<file path="config.mk">
export PLATFORM = sky130hd
export DESIGN_NAME = sar_code_assembler_flat
export DESIGN_NICKNAME = d
export VERILOG_FILES = /design/src/rtl/sar_code_assembler_if.sv /design/src/rtl/sar_code_assembler.sv /design/src/flat_wrapper.sv
export SDC_FILE = /design/constraint.sdc
export NUM_CORES = 1
export LEC_CHECK = 0
export BUFFER_PORTS_ARGS = -buffer_cell sky130_fd_sc_hd__buf_2
export CORE_UTILIZATION = 58
export CTS_BUF_LIST = sky130_fd_sc_hd__clkbuf_4
export DETAILED_ROUTE_END_ITERATION = 16
export PLACE_DENSITY = 0.79
export SYNTH_ARGS = -nofsm -noshare
export SYNTH_HDL_FRONTEND = slang
export SYNTH_SLANG_ARGS = --single-unit
</file>
<file path="constraint.sdc">
create_clock -name CLK -period 3.93 [get_ports CLK]
set_clock_uncertainty 0.05 [all_clocks]
set_input_delay 0.393 -clock CLK [delete_from_list [all_inputs] [get_ports CLK]]
set_output_delay 0.393 -clock CLK [all_outputs]
set_load 0.05 [all_outputs]
</file>
<file path="src/rtl/sar_code_assembler_if.sv">
// Signal bundle between the SAR sequencer/comparator, the capacitive DAC and the digital back end.
interface sar_code_assembler_if #(
    parameter int unsigned N = 8
);
    logic         SAR_RESET;
    logic [N-2:0] OUTEN;
    logic         VCOMP;
    logic [N-1:0] DAC;
    logic [N-1:0] DOUT;
    logic         DOUT_VALID;
    logic         DOUT_READY;
    logic         OVERRUN;
    logic         SEQ_ERR;

    modport master (
        output SAR_RESET, OUTEN, VCOMP, DOUT_READY,
        input  DAC, DOUT, DOUT_VALID, OVERRUN, SEQ_ERR
    );

    modport slave (
        input  SAR_RESET, OUTEN, VCOMP, DOUT_READY,
        output DAC, DOUT, DOUT_VALID, OVERRUN, SEQ_ERR
    );
endinterface

</file>
<file path="src/rtl/sar_code_assembler.sv">
// SAR trial register and code assembler: follows the sequencer's bit strobes, builds the N-bit
// code and hands it to the back end through a one-deep valid/ready buffer.
module sar_code_assembler #(
    parameter int unsigned N = 8
) (
    input  logic                CLK,
    input  logic                RESET_N,
    sar_code_assembler_if.slave bus
);
    localparam int unsigned   KW    = $clog2(N);
    localparam logic [KW-1:0] K_MSB = KW'(N - 1);

    typedef enum logic [1:0] {
        IDLE,
        CONV,
        LAST
    } state_t;

    state_t        state_q, state_d;
    logic [KW-1:0] k_q, k_d;
    logic [N-1:0]  dac_q, dac_d;
    logic [N-1:0]  dout_q, dout_d;
    logic          valid_q, valid_d;
    logic          overrun_q, overrun_d;
    logic          seq_err_q, seq_err_d;

    logic [KW-1:0] k_m1;
    logic [N-2:0]  exp_hot;
    logic          outen_nz;
    logic          multi_hot;
    logic [N-1:0]  final_code;
    logic          err;

    assign k_m1       = k_q - KW'(1);
    assign exp_hot    = (N-1)'(1) << k_m1;
    assign outen_nz   = |bus.OUTEN;
    assign multi_hot  = |(bus.OUTEN & (bus.OUTEN - (N-1)'(1)));
    assign final_code = {dac_q[N-1:1], bus.VCOMP};

    // Next-state, trial register and output buffer update.
    always_comb begin
        state_d   = state_q;
        k_d       = k_q;
        dac_d     = dac_q;
        dout_d    = dout_q;
        valid_d   = valid_q;
        overrun_d = overrun_q;
        seq_err_d = 1'b0;
        err       = 1'b0;

        if (valid_q && bus.DOUT_READY) begin
            valid_d   = 1'b0;
            overrun_d = 1'b0;
        end

        if (outen_nz && (bus.SAR_RESET || multi_hot)) begin
            err = 1'b1;
        end else if (bus.SAR_RESET) begin
            // Sample phase restarts from mid-scale, silently dropping any conversion in flight.
            dac_d   = {1'b1, {(N-1){1'b0}}};
            k_d     = K_MSB;
            state_d = CONV;
        end else begin
            case (state_q)
                IDLE: err = outen_nz;
                CONV: begin
                    if (outen_nz) begin
                        if (bus.OUTEN == exp_hot) begin
                            dac_d[k_q]  = bus.VCOMP;
                            dac_d[k_m1] = 1'b1;
                            if (k_q == KW'(1)) begin
                                state_d = LAST;
                            end else begin
                                k_d = k_m1;
                            end
                        end else begin
                            err = 1'b1;
                        end
                    end
                end
                LAST: begin
                    if (outen_nz) begin
                        err = 1'b1;
                    end else begin
                        // A new code wins over an unconsumed one; flag it unless it leaves this cycle.
                        dout_d  = final_code;
                        dac_d   = final_code;
                        valid_d = 1'b1;
                        if (valid_q && !bus.DOUT_READY) begin
                            overrun_d = 1'b1;
                        end
                        k_d     = K_MSB;
                        state_d = IDLE;
                    end
                end
                default: state_d = IDLE;
            endcase
        end

        if (err) begin
            seq_err_d = 1'b1;
            dac_d     = '0;
            k_d       = K_MSB;
            state_d   = IDLE;
        end
    end

    always_ff @(posedge CLK or negedge RESET_N) begin
        if (!RESET_N) begin
            state_q   <= IDLE;
            k_q       <= K_MSB;
            dac_q     <= '0;
            dout_q    <= '0;
            valid_q   <= 1'b0;
            overrun_q <= 1'b0;
            seq_err_q <= 1'b0;
        end else begin
            state_q   <= state_d;
            k_q       <= k_d;
            dac_q     <= dac_d;
            dout_q    <= dout_d;
            valid_q   <= valid_d;
            overrun_q <= overrun_d;
            seq_err_q <= seq_err_d;
        end
    end

    assign bus.DAC        = dac_q;
    assign bus.DOUT       = dout_q;
    assign bus.DOUT_VALID = valid_q;
    assign bus.OVERRUN    = overrun_q;
    assign bus.SEQ_ERR    = seq_err_q;
endmodule

</file>
<file path="src/flat_wrapper.sv">
// flat-port wrapper written by rule: the top's interface ports become plain ports
module sar_code_assembler_flat 
#(
    parameter int unsigned N = 8
)
  (CLK, RESET_N, bus_SAR_RESET, bus_OUTEN, bus_VCOMP, bus_DOUT_READY, bus_DAC, bus_DOUT, bus_DOUT_VALID, bus_OVERRUN, bus_SEQ_ERR);
  sar_code_assembler_if #(.N(N)) bus_i ();
  input  logic CLK;
  input  logic RESET_N;
  input wire logic [$bits(bus_i.SAR_RESET)-1:0] bus_SAR_RESET;
  input wire logic [$bits(bus_i.OUTEN)-1:0] bus_OUTEN;
  input wire logic [$bits(bus_i.VCOMP)-1:0] bus_VCOMP;
  input wire logic [$bits(bus_i.DOUT_READY)-1:0] bus_DOUT_READY;
  output wire logic [$bits(bus_i.DAC)-1:0] bus_DAC;
  output wire logic [$bits(bus_i.DOUT)-1:0] bus_DOUT;
  output wire logic [$bits(bus_i.DOUT_VALID)-1:0] bus_DOUT_VALID;
  output wire logic [$bits(bus_i.OVERRUN)-1:0] bus_OVERRUN;
  output wire logic [$bits(bus_i.SEQ_ERR)-1:0] bus_SEQ_ERR;
  assign bus_i.SAR_RESET = bus_SAR_RESET;
  assign bus_i.OUTEN = bus_OUTEN;
  assign bus_i.VCOMP = bus_VCOMP;
  assign bus_i.DOUT_READY = bus_DOUT_READY;
  assign bus_DAC = bus_i.DAC;
  assign bus_DOUT = bus_i.DOUT;
  assign bus_DOUT_VALID = bus_i.DOUT_VALID;
  assign bus_OVERRUN = bus_i.OVERRUN;
  assign bus_SEQ_ERR = bus_i.SEQ_ERR;
  sar_code_assembler #(.N(N)) u_core (.CLK(CLK), .RESET_N(RESET_N), .bus(bus_i));
endmodule
</file>
After elaboration in Yosys (flattened, before gate mapping)
Cells that the tools add are included.
Operators by class
  mux-type cells: 46
  reductions and logical operators: 19
  bitwise operators: 5
  equality and inequality tests: 12
  $lt $le $gt $ge: 4
  $add $sub $neg: 2
  shifts and indexed selects: 1
Operators with widths (count)
  $mux 8: 5
  $mux 3: 7
  $mux 1: 20
  $pmux 8 s2: 1
  $mux 2: 7
  $reduce_or 7->1: 2
  $ne 4x2->1 const B: 3
  $reduce_and 6->1: 2
  $reduce_and 5->1: 2
  $reduce_bool 3->1: 3
  $bwmux 8: 1
  $lt 3x4->1 const B: 2
  $or 8x8->8: 1
  $and 7x7->7: 1
  $eq 7x7->1: 1
  $shl 1x3->7 const A: 1
  $sub 7x1->7 const B: 1
  $demux 1 s3: 2
  $ge 3x1->1 const B: 2
  $ne 3x2->1 const B: 2
  $pmux 2 s3: 1
  $pmux 3 s2: 1
  $logic_and 1x1->1: 5
  $ne 4x3->1 const B: 1
  13 further kinds: 15
Storage, ports and cells
  bits in registers: 24

Logic depth before layout (Yosys ltp)
Gate-level depths: netlist of run 1.
  depth in word-level cells: 12
  depth in mapped cells: 10

Worst setup path after synthesis of run 1
OpenSTA, ideal clock, no wires.
  path kind: reg-to-reg
  from: register u_core.k_q[0]
  to: register u_core.dac_q[3] (netlist: u_core.bus.DAC[3])
  data required time: 3741 ps
  stages on the path, launching flop included: 11
  data arrival time: 2785 ps
  path slack: 956 ps
  path through: dfstp_2 > clkbuf_1 > clkinv_1 > ha_1 > buf_4 > xnor2_2 > and4b_1 > o32ai_2 > or3_4 > o41ai_1 > a211oi_1
On the way
  word-level cells in the longest chain between the ends: 12
RTL lines
  from (decl): line sar_code_assembler.sv:20  | logic [KW-1:0] k_q, k_d;
  from (signal assigned): line sar_code_assembler.sv:119  | k_q <= k_d;
  $sub 3x1->3, or another cell as far along: line sar_code_assembler.sv:34  | assign k_m1 = k_q - KW'(1);
  $lt 3x4->1 (not written as such), or another cell as far along: line sar_code_assembler.sv:70  | dac_d[k_m1] = 1'b1;
  $logic_and 1x1->1 (not written as such) / $mux 1 (equally long branches): line sar_code_assembler.sv:70, sar_code_assembler.sv:69
  $mux 1 (not written as such) / $demux 1 s3 (equally long branches)
  $demux 1 s3 / $bwmux 8 (equally long branches)
  $or 8x8->8 (no line)
  $mux 8: line sar_code_assembler.sv:68  | if (bus.OUTEN == exp_hot) begin
  $mux 8: line sar_code_assembler.sv:67  | if (outen_nz) begin
  $pmux 8 s2: line sar_code_assembler.sv:64  | case (state_q)
  $mux 8: line sar_code_assembler.sv:58  | end else if (bus.SAR_RESET) begin
  $mux 8: line sar_code_assembler.sv:56  | if (outen_nz && (bus.SAR_RESET || multi_hot)) begin
  $mux 8: line sar_code_assembler.sv:100  | if (err) begin
  to (signal assigned): line sar_code_assembler.sv:112  | dac_q <= '0;
  to (signal assigned): line sar_code_assembler.sv:120  | dac_q <= dac_d;
  to (decl): line sar_code_assembler.sv:21  | logic [N-1:0] dac_q, dac_d;
Several ways; a longest one is shown, not always the timed one. The select of a mux whose other input is x is not followed.
A chain may end at the register's enable or synchronous reset.

Worst setup path in the final report of run 1
Ends and elaborated chain as after synthesis.

==> results.json, run 1 <==
{
  "status": "complete, no violations",
  "syn_area_um2": 1730,
  "post-route-drc-count": 0,
  "critPathCaptureType": "flop",
  "timing.hold.ws_ns": 0.206,
  "diodes": 0,
  "overflow": 0,
  "leakagePower_uw": 0.000865,
  "top_layer": "met4",
  "io_pins": 31,
  "synthTopCellsByArea": "dfrtp_1, mux2_2, dfstp_2",
  "vdd_ir_drop_max_v": 0.000227,
  "clock-sinks": 24,
  "synth_async_sr_flop_share": 1.00,
  "synth_ff_type": "dfrtp_1",
  "cts_root_buffer": "clkbuf_4",
  "dieArea_um2": 3210,
  "syn_inst": 177,
  "gp_congestion": 0.916,
  "wl_met2_mm": 2.06,
  "insertion_delay_ns": 0.31,
  "min_period_ns": 3.34,
  "grt_pass1_wl_mm": 7.04,
  "synth_cell_types": 61,
  "fin_tns_setup_ns": 0,
  "crit_arrival_ns": 3.48,
  "ys_top_cells_by_count": "dfrtp_1, nand2_1, mux2_2, nor2_1",
  "dp_slack_ns": 0.670,
  "cts_max_path_buffers": 2,
  "cts_setup_buffers": 0,
  "clk_pin_slew_ns": 0.13,
  "dr.pass1.iters": 4,
  "cp_max_fo": 20,
  "die_x_um": 56.6,
  "dp.cells": 227,
  "synth.top_cell.area_share": 0.304,
  "path_cells": "clkinv_1, ha_1, xnor2_2, and4b_1, o32ai_2, or3_4, o41ai_1, a211oi_1",
  "nets": 220,
  "final_util": 0.693,
  "yosysTopAreaCell": "dfrtp_1",
  "slowest_delay_ns": 0.79,
  "drive_above_1_share": 0.289,
  "worstPathRequired_ns": 4.07,
  "htreeDepth": 1,
  "cp_num_buf_inv": 1,
  "syn_avg_cell_area_um2": 9.78,
  "cp-start-kind": "flop",
  "viasPerCell": 6.54,
  "ant_nets": 0,
  "rsz0062_at_grt": "no",
  "hp-class": "in -> reg",
  "postCtsResizedCells": 0,
  "synth.net_count": 195,
  "area_growth_pct": 11.4,
  "fmax_mhz": 300,
  "start_util": 0.622,
  "grt_max_degree": 25,
  "cts_tree": "yes",
  "rows": 19,
  "cp_slowest_cell": "dfstp_2",
  "slew_headroom": 0.606,
  "die_h_um": 56.6,
  "route.met3.wl_um": 153,
  "dp_hpwl_mm": 3.05,
  "grt_antenna_before_repair": 0,
  "wl_met1_mm": 1.85,
  "ys_ff_latch": 24,
  "port_buffers": 30,
  "grt_usage": 0.280,
  "synth_most_common_cell": "dfrtp_1",
  "routed_wirelength_mm": 4.09,
  "synth_edf_count": 0,
  "worst_slack_ns": 0.594,
  "yosys_warnings": 0,
  "drtIter0Drc": 56,
  "power.density_nw_per_um2": 239,
  "stdcell_count": 232,
  "maxCapViolCount": 0,
  "routedWlPerCell_um": 17.6,
  "seq_area_frac_synth": 0.349,
  "drv_slew": 0,
  "finalHoldViolations": 0,
  "vias": 1517,
  "grt_pass1_vias": 1448,
  "crit_type": "reg -> reg",
  "setup_violations": 0,
  "worstMarginPinSlew_ns": 0.591,
  "core_um2": 2780,
  "crit_family": "flip-flops",
  "fillerInstances": 222,
  "fin_crit_sh": 0.849,
  "cts_buffers": 3
}
==> metal layers <==
metal,global-route usage,vias up
met2,0.469,37
met3,0.0415,4
met5,0,-
li1,-,731
met4,0.0453,0
met1,0.393,745
==> placed cells by master (no fill, tap or decap), drive strengths merged, types with 2 or more instances in the layout <==
master / instances
xnor2: 2
nor2: 10
nand2: 12
a21o: 2
a211oi: 3
mux2: 9
a31oi: 5
o32a: 3
and3: 2
dfrtp: 21
a2111oi: 2
a21oi: 7
nand4: 2
xor2: 4
inv: 6
a22o: 2
nand3: 8
o41ai: 4
dfstp: 3
nand2b: 3
o21ai: 6
mux2i: 3
ha: 6
nor4: 5
o32ai: 5
nor3: 9
nor2b: 2
buf: 30
clkbuf: 3
==> logic make-up (layout without fill, tap and decap cells) <==
kind of cell | count (synthesis) | in the layout | synth area share
XOR/XNOR | 6 | 6 | 0.0456
adder cells (fa/ha/maj) | 7 | 7 | 0.0492
buffers and inverters | 18 | 42 | 0.0463
multiplexers | 12 | 12 | 0.0759
AND/OR/NAND/NOR | 58 | 58 | 0.195
flip-flops | 24 | 24 | 0.349
AO/OA/AOI/OAI | 52 | 52 | 0.239
==> power breakdown <==
part | internal, µW | switching, µW | total (µW)
sequential | 247 | 0.181 | 247
clock | 103 | 74.1 | 177
combinational | 12.5 | 24.4 | 36.9
total | 363 | 98.6 | 462
==> worst paths after layout <==
kind | slack [ns] | cells after the start | from | to
worst max-delay path | 0.59 | 8 | u_core.k_q[0] | u_core.bus.DAC[3]
worst max register to register | 0.59 | 8 | u_core.k_q[0] | u_core.bus.DAC[3]
max in group asynchronous | 2.95 | 2 | RESET_N | u_core.k_q[2]
worst min register to register | 0.46 | 1 | u_core.bus.DOUT[5] | u_core.bus.DOUT[5]
worst min-delay path | 0.21 | 2 | bus_DOUT_READY | flop
min in group asynchronous | 0.52 | 2 | RESET_N | u_core.bus.DAC[0]
==> state kept, by name (all words and copies together) (netlist names), named ones only <==
name / count
u_core.bus.DOUT: 8
u_core.bus.DAC: 8
u_core.bus.SEQ_ERR: 1
u_core.bus.DOUT_VALID: 1
u_core.k_q: 3
u_core.state_q: 2
==> worst reg2reg max path, delay by kind of cell (launching register included) <==
| kind | cells | cell delay, ns |
|---|---|---|
| AOI/OAI and AO/OA | 3 | 0.52 |
| xor gates and xnor gates | 1 | 0.34 |
| adders and majority gates | 1 | 0.46 |
| buffers and inverters | 1 | 0.35 |
| DFF | 1 | 0.79 |
| and+or+nand+nor | 2 | 0.71 |
==> metrics by stage <==
step                instance area, µm²  power, µW
floorplan                         1730        271
global placement                  1870        287
detailed placement                1870        288
CTS                               1930        466
global route                      1930        479
finish                            1930        462
==> timing repair <==
item | 4_1_cts | 5_1_grt
endpoints found under the setup margin | 0 | 0
hold endpoints to repair | 11 | 0
hold buffers | 1 | 0
==> cell type report <==
cell class	instances	area, µm²	share of cell area
clock inverter	1	30.0	0.0156
clock buffer	3	22.5	0.0117
sequential	24	604	0.313
inverter	7	26.3	0.0136
multi-input combinational	135	1050	0.543
tap	31	38.8	0.0201
timing repair buffer	31	160	0.0831
(Power assumes the default switching activity.)
==> inputs of run 2 (changes only) <==
--- a/config.mk
+++ b/config.mk
@@ -5,11 +5,12 @@
 export SDC_FILE = /design/constraint.sdc
 export NUM_CORES = 1
 export LEC_CHECK = 0
+export ABC_AREA = 1
 export BUFFER_PORTS_ARGS = -buffer_cell sky130_fd_sc_hd__buf_2
 export CORE_UTILIZATION = 58
 export CTS_BUF_LIST = sky130_fd_sc_hd__clkbuf_4
 export DETAILED_ROUTE_END_ITERATION = 16
-export PLACE_DENSITY = 0.79
+export PLACE_DENSITY = 0.8
 export SYNTH_ARGS = -nofsm -noshare
 export SYNTH_HDL_FRONTEND = slang
 export SYNTH_SLANG_ARGS = --single-unit
==> constraint.sdc (replaced) <==
create_clock -name CLK -period 3.1 [get_ports CLK]
set_clock_uncertainty 0.05 [all_clocks]
set_input_delay 0.31 -clock CLK [delete_from_list [all_inputs] [get_ports CLK]]
set_output_delay 0.31 -clock CLK [all_outputs]
set_load 0.05 [all_outputs]
==> run 2 against run 1 <==
Power up 10%; first-iteration DRC count up 41%; via count up 6.1%; sequential share of layout area up 0.061 points; global-route usage down 2.6 points; worst setup slack worse by 0.17 ns; die area down 1.1%; sequential cell count unchanged; critical path type unchanged; critical endpoint is now u_core.k_q[2]; largest power group unchanged.
==> results.json, run 2 <==
{
  "status": "complete, no violations",
  "final_util": 0.692,
  "die_x_um": 56.3,
  "min_period_ns": 2.67,
  "grt_usage": 0.254,
  "cts_buffers": 3,
  "grt_antenna_before_repair": 0,
  "nets": 278,
  "core_um2": 2780,
  "routedWlPerCell_um": 12.7,
  "drv_slew": 0,
  "slowest_delay_ns": 0.62,
  "overflow": 0,
  "gp_congestion": 0.961,
  "grt_max_degree": 25,
  "cts_setup_buffers": 0,
  "syn_avg_cell_area_um2": 7.57,
  "endpoint": "u_core.k_q[2]",
  "insertion_delay_ns": 0.32,
  "mostFrequentLayoutCell": "nand2_1",
  "ant_nets": 0,
  "crit_top_cell": "nand2_1",
  "syn_area_um2": 1710,
  "yosys_warnings": 0,
  "reg2reg_depth": 17,
  "synth_async_sr_flop_share": 1.00,
  "synthTopCellsByArea": "dfrtp_1, nand2_1, inv_1",
  "port_buffers": 30,
  "finalHoldViolations": 0,
  "synth_edf_count": 0,
  "clock-sinks": 24,
  "post-route-drc-count": 0,
  "rsz0062_at_grt": "no",
  "path_cells": "inv_1, ha_1, inv_2, nand2_4, nand2_2, nand2_1, nand2_1, nand2_1, nor2_1, nand3_2, nand2_1, nand2_2, nand2_4, o2111ai_2, nand2_1, nand2_1, nand2_1",
  "cts_root_buffer": "clkbuf_4",
  "synth.net_count": 244,
  "worst_slack_ns": 0.425,
  "fmax_mhz": 374,
  "ys_top_cells_by_count": "nand2_1, inv_1, dfrtp_1",
  "cp-startpoint": "u_core.k_q[1]",
  "dp_hpwl_mm": 2.86,
  "crit_arrival_ns": 2.90,
  "viasPerCell": 5.55,
  "fillerInstances": 249,
  "ff2ff_setup_slack_ns": 0.43,
  "critPathCaptureType": "flop",
  "start_util": 0.615,
  "fin_crit_sh": 0.863,
  "vias": 1610,
  "routed_wirelength_mm": 3.68,
  "fin_tns_setup_ns": 0,
  "layout_common_cells": "nand2_1, buf_2, inv_1",
  "power.density_nw_per_um2": 264,
  "synth.top_cell.area_share": 0.307,
  "rows": 19,
  "crit_type": "reg -> reg",
  "drtIter0Drc": 79,
  "dr.pass1.iters": 4,
  "leakagePower_uw": 0.000979,
  "r2r_start": "u_core.k_q[1]",
  "synth_cell_types": 38,
  "ys_ff_latch": 24,
  "vdd_ir_drop_max_v": 0.000421,
  "setup_violations": 0,
  "cp_max_fo": 9,
  "seq_area_frac_synth": 0.353,
  "clk_pin_slew_ns": 0.13,
  "grt_pass1_vias": 1413,
  "cts_max_path_buffers": 2,
  "drive_above_1_share": 0.243,
  "worstMarginPinSlew_ns": 0.520,
  "diodes": 0,
  "slew_headroom": 0.653,
  "maxCapViolCount": 0,
  "hp-class": "in -> reg",
  "synth_most_common_cell": "nand2_1",
  "cp_slowest_cell": "dfstp_2",
  "dp_slack_ns": 0.485,
  "htreeDepth": 1,
  "grt_pass1_wl_mm": 6.40,
  "dieArea_um2": 3170,
  "timing.rr.end": "u_core.k_q[2]",
  "syn_inst": 226,
  "io_pins": 31,
  "yosysTopAreaCell": "dfrtp_1",
  "postCtsResizedCells": 0,
  "worstPathRequired_ns": 3.32,
  "synth_ff_type": "dfrtp_1",
  "cp-start-kind": "flop",
  "area_growth_pct": 12.5,
  "cts_tree": "yes",
  "die_h_um": 56.3
}
-- run 2: changes by cell type in the layout (fill, tap and decap cells not counted), moves of 6 or more --
cell     before  now
nand2_1      12   58
inv_1         6   27
o21ai_0       4   14
nand3_1       8   17
mux2_2        9    1
nor2_1        9   16
nand2_4       0    6
-- run 2: worst min-delay path by stage --
stage,cells after the start,slack [ns],start,end
detailed placement,1,0.26,RESET_N,u_core.bus.DOUT[6]
global route,2,0.11,bus_DOUT_READY,flop
floorplan,0,-0.04,RESET_N,async pin
CTS,2,0.11,bus_DOUT_READY,flop
global placement,1,0.26,RESET_N,u_core.bus.DAC[0]
finish,2,0.11,bus_DOUT_READY,flop
-- run 2: per-stage QoR --
stage / total power, µW / area [µm²] / instances / hold WS, ns
4_1_cts: 508 / 1920 / 290 / 0.114
2_1_floorplan: 351 / 1710 / 226 / -0.0356
3_3_place_gp: 373 / 1890 / 285 / 0.265
3_5_place_dp: 373 / 1890 / 285 / 0.262
5_1_grt: 529 / 1920 / 290 / 0.108
6_report: 508 / 1920 / 290 / 0.114
-- run 2: critical path: cells and delay by family, from the launching register on --
family	cells	cell delay [ns]
flops	1	0.62
buf+inv	2	0.30
compound gates	1	0.19
simple gates	13	1.16
fa+ha+maj	1	0.30
-- run 2: logic make-up (layout without fill, tap and decap cells) --
group / Yosys count / after routing / share of synthesized area
adders and majority gates: 6 / 6 / 0.0439
buffers and inverters: 36 / 69 / 0.0878
and+or+nand+nor: 121 / 121 / 0.366
muxes: 1 / 1 / 0.00658
DFF: 24 / 24 / 0.353
AOI/OAI and AO/OA: 38 / 38 / 0.142
-- run 2: metal layers --
layer	part of all wire	track usage	up-vias	wire, µm
met5	0	0	-	0
met4	0.0035	0.0383	0	13
met3	0.064	0.0530	2	235
met2	0.44	0.389	52	1620
met1	0.49	0.381	733	1810
li1	-	-	823	-
-- run 2: what timing repair did --
action | CTS | global route
endpoints found under the setup margin | 0 | 0
hold buffers | 1 | 0
hold endpoints to repair | 21 | 0
-- run 2: cell type report --
type	count	area [µm²]	share of cell area
multi-input cells	166	956	0.497
flip-flops and latches	24	604	0.314
clock inverters	1	3.75	0.00195
clock buffers	3	22.5	0.0117
inverters	33	131	0.0683
well taps	31	38.8	0.0202
repair buffers	32	168	0.0871
-- run 2: power by group --
| part | internal (µW) | switching, µW |
|---|---|---|
| logic | 17.1 | 35.4 |
| registers | 314 | 1.24 |
| clock network | 47.2 | 93.0 |
| total | 379 | 130 |
==> inputs of run 3 (changes only) <==
==> constraint.sdc (replaced) <==
create_clock -name CLK -period 3.1 [get_ports CLK]
set_clock_uncertainty 0.05 [all_clocks]
set_input_delay 0.62 -clock CLK [delete_from_list [all_inputs] [get_ports CLK]]
set_output_delay 0.62 -clock CLK [all_outputs]
set_load 0.05 [all_outputs]
==> run 3 against run 2 <==
Core utilization fell by 0.36 points; global-route usage did not move; critical path depth did not move; highest routed layer unchanged.
==> results.json, run 3 (synthesis gave the netlist of run 2 again) <==
{
  "p_sw_uw": 129,
  "status": "complete, no violations",
  "cp_max_fo": 9,
  "grt_usage": 0.254,
  "drtIter0Drc": 88,
  "leakagePower_uw": 0.000975,
  "area_growth_pct": 11.9,
  "insertion_delay_ns": 0.32,
  "rows": 19,
  "grt_max_degree": 25,
  "fin_tns_setup_ns": 0,
  "nets": 277,
  "seqPwrFrac": 0.622,
  "viasPerCell": 5.55,
  "worstPathRequired_ns": 3.31,
  "die_x_um": 56.3,
  "clock-sinks": 24,
  "swShare": 0.255,
  "port_buffers": 30,
  "wl_met1_mm": 1.82,
  "core_um2": 2780,
  "fin_crit_sh": 0.859,
  "ant_nets": 0,
  "vias": 1603,
  "internal_power_uw": 378,
  "fmax_mhz": 376,
  "timing.hold.ws_ns": 0.198,
  "min_period_ns": 2.66,
  "start_util": 0.615,
  "setup_violations": 0,
  "routed_wirelength_mm": 3.66,
  "drive_above_1_share": 0.244,
  "wl_met2_mm": 1.61,
  "critPathCaptureType": "flop",
  "grt_pass1_wl_mm": 6.40,
  "cp_num_buf_inv": 2,
  "top_layer": "met4",
  "power.density_nw_per_um2": 265,
  "clk_pin_slew_ns": 0.13,
  "crit_family": "simple AND/OR/NAND/NOR gates",
  "crit_top_cell": "nand2_1",
  "vdd_ir_drop_max_v": 0.000421,
  "dp_hpwl_mm": 2.86,
  "cp-start-kind": "flop",
  "final_util": 0.688,
  "worstMarginPinSlew_ns": 0.517,
  "drv_slew": 0,
  "dr.pass1.iters": 4,
  "htreeDepth": 1,
  "finalHoldViolations": 0,
  "grt_pass1_vias": 1416,
  "route.met3.wl_um": 217,
  "cts_buffers": 3,
  "post-route-drc-count": 0,
  "cts_max_path_buffers": 2,
  "io_pins": 31,
  "layout_common_cells": "nand2_1, buf_2, inv_1",
  "path_cells": "inv_1, ha_1, inv_2, nand2_4, nand2_2, nand2_1, nand2_1, nand2_1, nor2_1, nand3_2, nand2_1, nand2_2, nand2_4, o2111ai_2, nand2_1, nand2_1, o21ai_0",
  "cts_tree": "yes",
  "combPwrFrac": 0.102,
  "cts_setup_buffers": 0,
  "cts_hold_buffers": 0,
  "crit_arrival_ns": 2.87,
  "slowest_delay_ns": 0.62,
  "mostFrequentLayoutCell": "nand2_1",
  "slew_headroom": 0.656,
  "diodes": 0,
  "hp-class": "in -> async",
  "cts_root_buffer": "clkbuf_4",
  "pwr-share-clk": 0.276,
  "postCtsResizedCells": 0,
  "overflow": 0,
  "dieArea_um2": 3170,
  "routedWlPerCell_um": 12.7,
  "gp_congestion": 0.961,
  "cp_slowest_cell": "dfstp_2",
  "rsz0062_at_grt": "no",
  "crit_type": "reg -> reg",
  "grt_antenna_before_repair": 0,
  "fillerInstances": 251,
  "maxCapViolCount": 0,
  "die_h_um": 56.3
}
==> run 3: layout make-up <==
type / count / area (µm²) / share of cell area
multi-input cells: 166 / 956 / 0.499
inverters: 33 / 131 / 0.0686
repair buffers: 31 / 158 / 0.0824
clock inverters: 1 / 3.75 / 0.00196
flip-flops and latches: 24 / 604 / 0.316
well taps: 31 / 38.8 / 0.0203
clock buffers: 3 / 22.5 / 0.0118
==> run 3: worst paths after layout <==
| check | start | end | slack, ns | cells past startpoint |
|---|---|---|---|---|
| max | u_core.k_q[1] | u_core.bus.DAC[0] | 0.44 | 17 |
| min | RESET_N | u_core.bus.DOUT[6] | 0.20 | 1 |
| max reg2reg | u_core.k_q[1] | u_core.bus.DAC[0] | 0.44 | 17 |
| min reg2reg | u_core.bus.DOUT_VALID | flop | 0.43 | 1 |
| max in group asynchronous | RESET_N | u_core.k_q[2] | 2.45 | 1 |
| min in group CLK | bus_DOUT_READY | flop | 0.42 | 2 |
==> run 3: power groups by stage <==
stage	clock, µW	sequential (µW)	combinational, µW
after global routing	154	316	58.3
after global placement	0	321	51.6
after detailed placement	0	321	51.8
after CTS	140	315	52.0
after floorplan	0	322	29.2
final	140	315	51.6
==> run 3: metal layers <==
metal	global-route usage	vias up
li1	-	819
met1	0.382	730
met2	0.388	52
met3	0.0530	2
met4	0.0383	0
met5	0	-
==> run 3: per-stage QoR <==
step	worst slack (ns)	total power, µW	cells	area (µm²)
2_1_floorplan	0.544	351	226	1710
3_3_place_gp	0.567	373	285	1890
3_5_place_dp	0.485	373	285	1890
4_1_cts	0.452	507	289	1910
5_1_grt	0.233	528	289	1910
6_report	0.438	507	289	1910
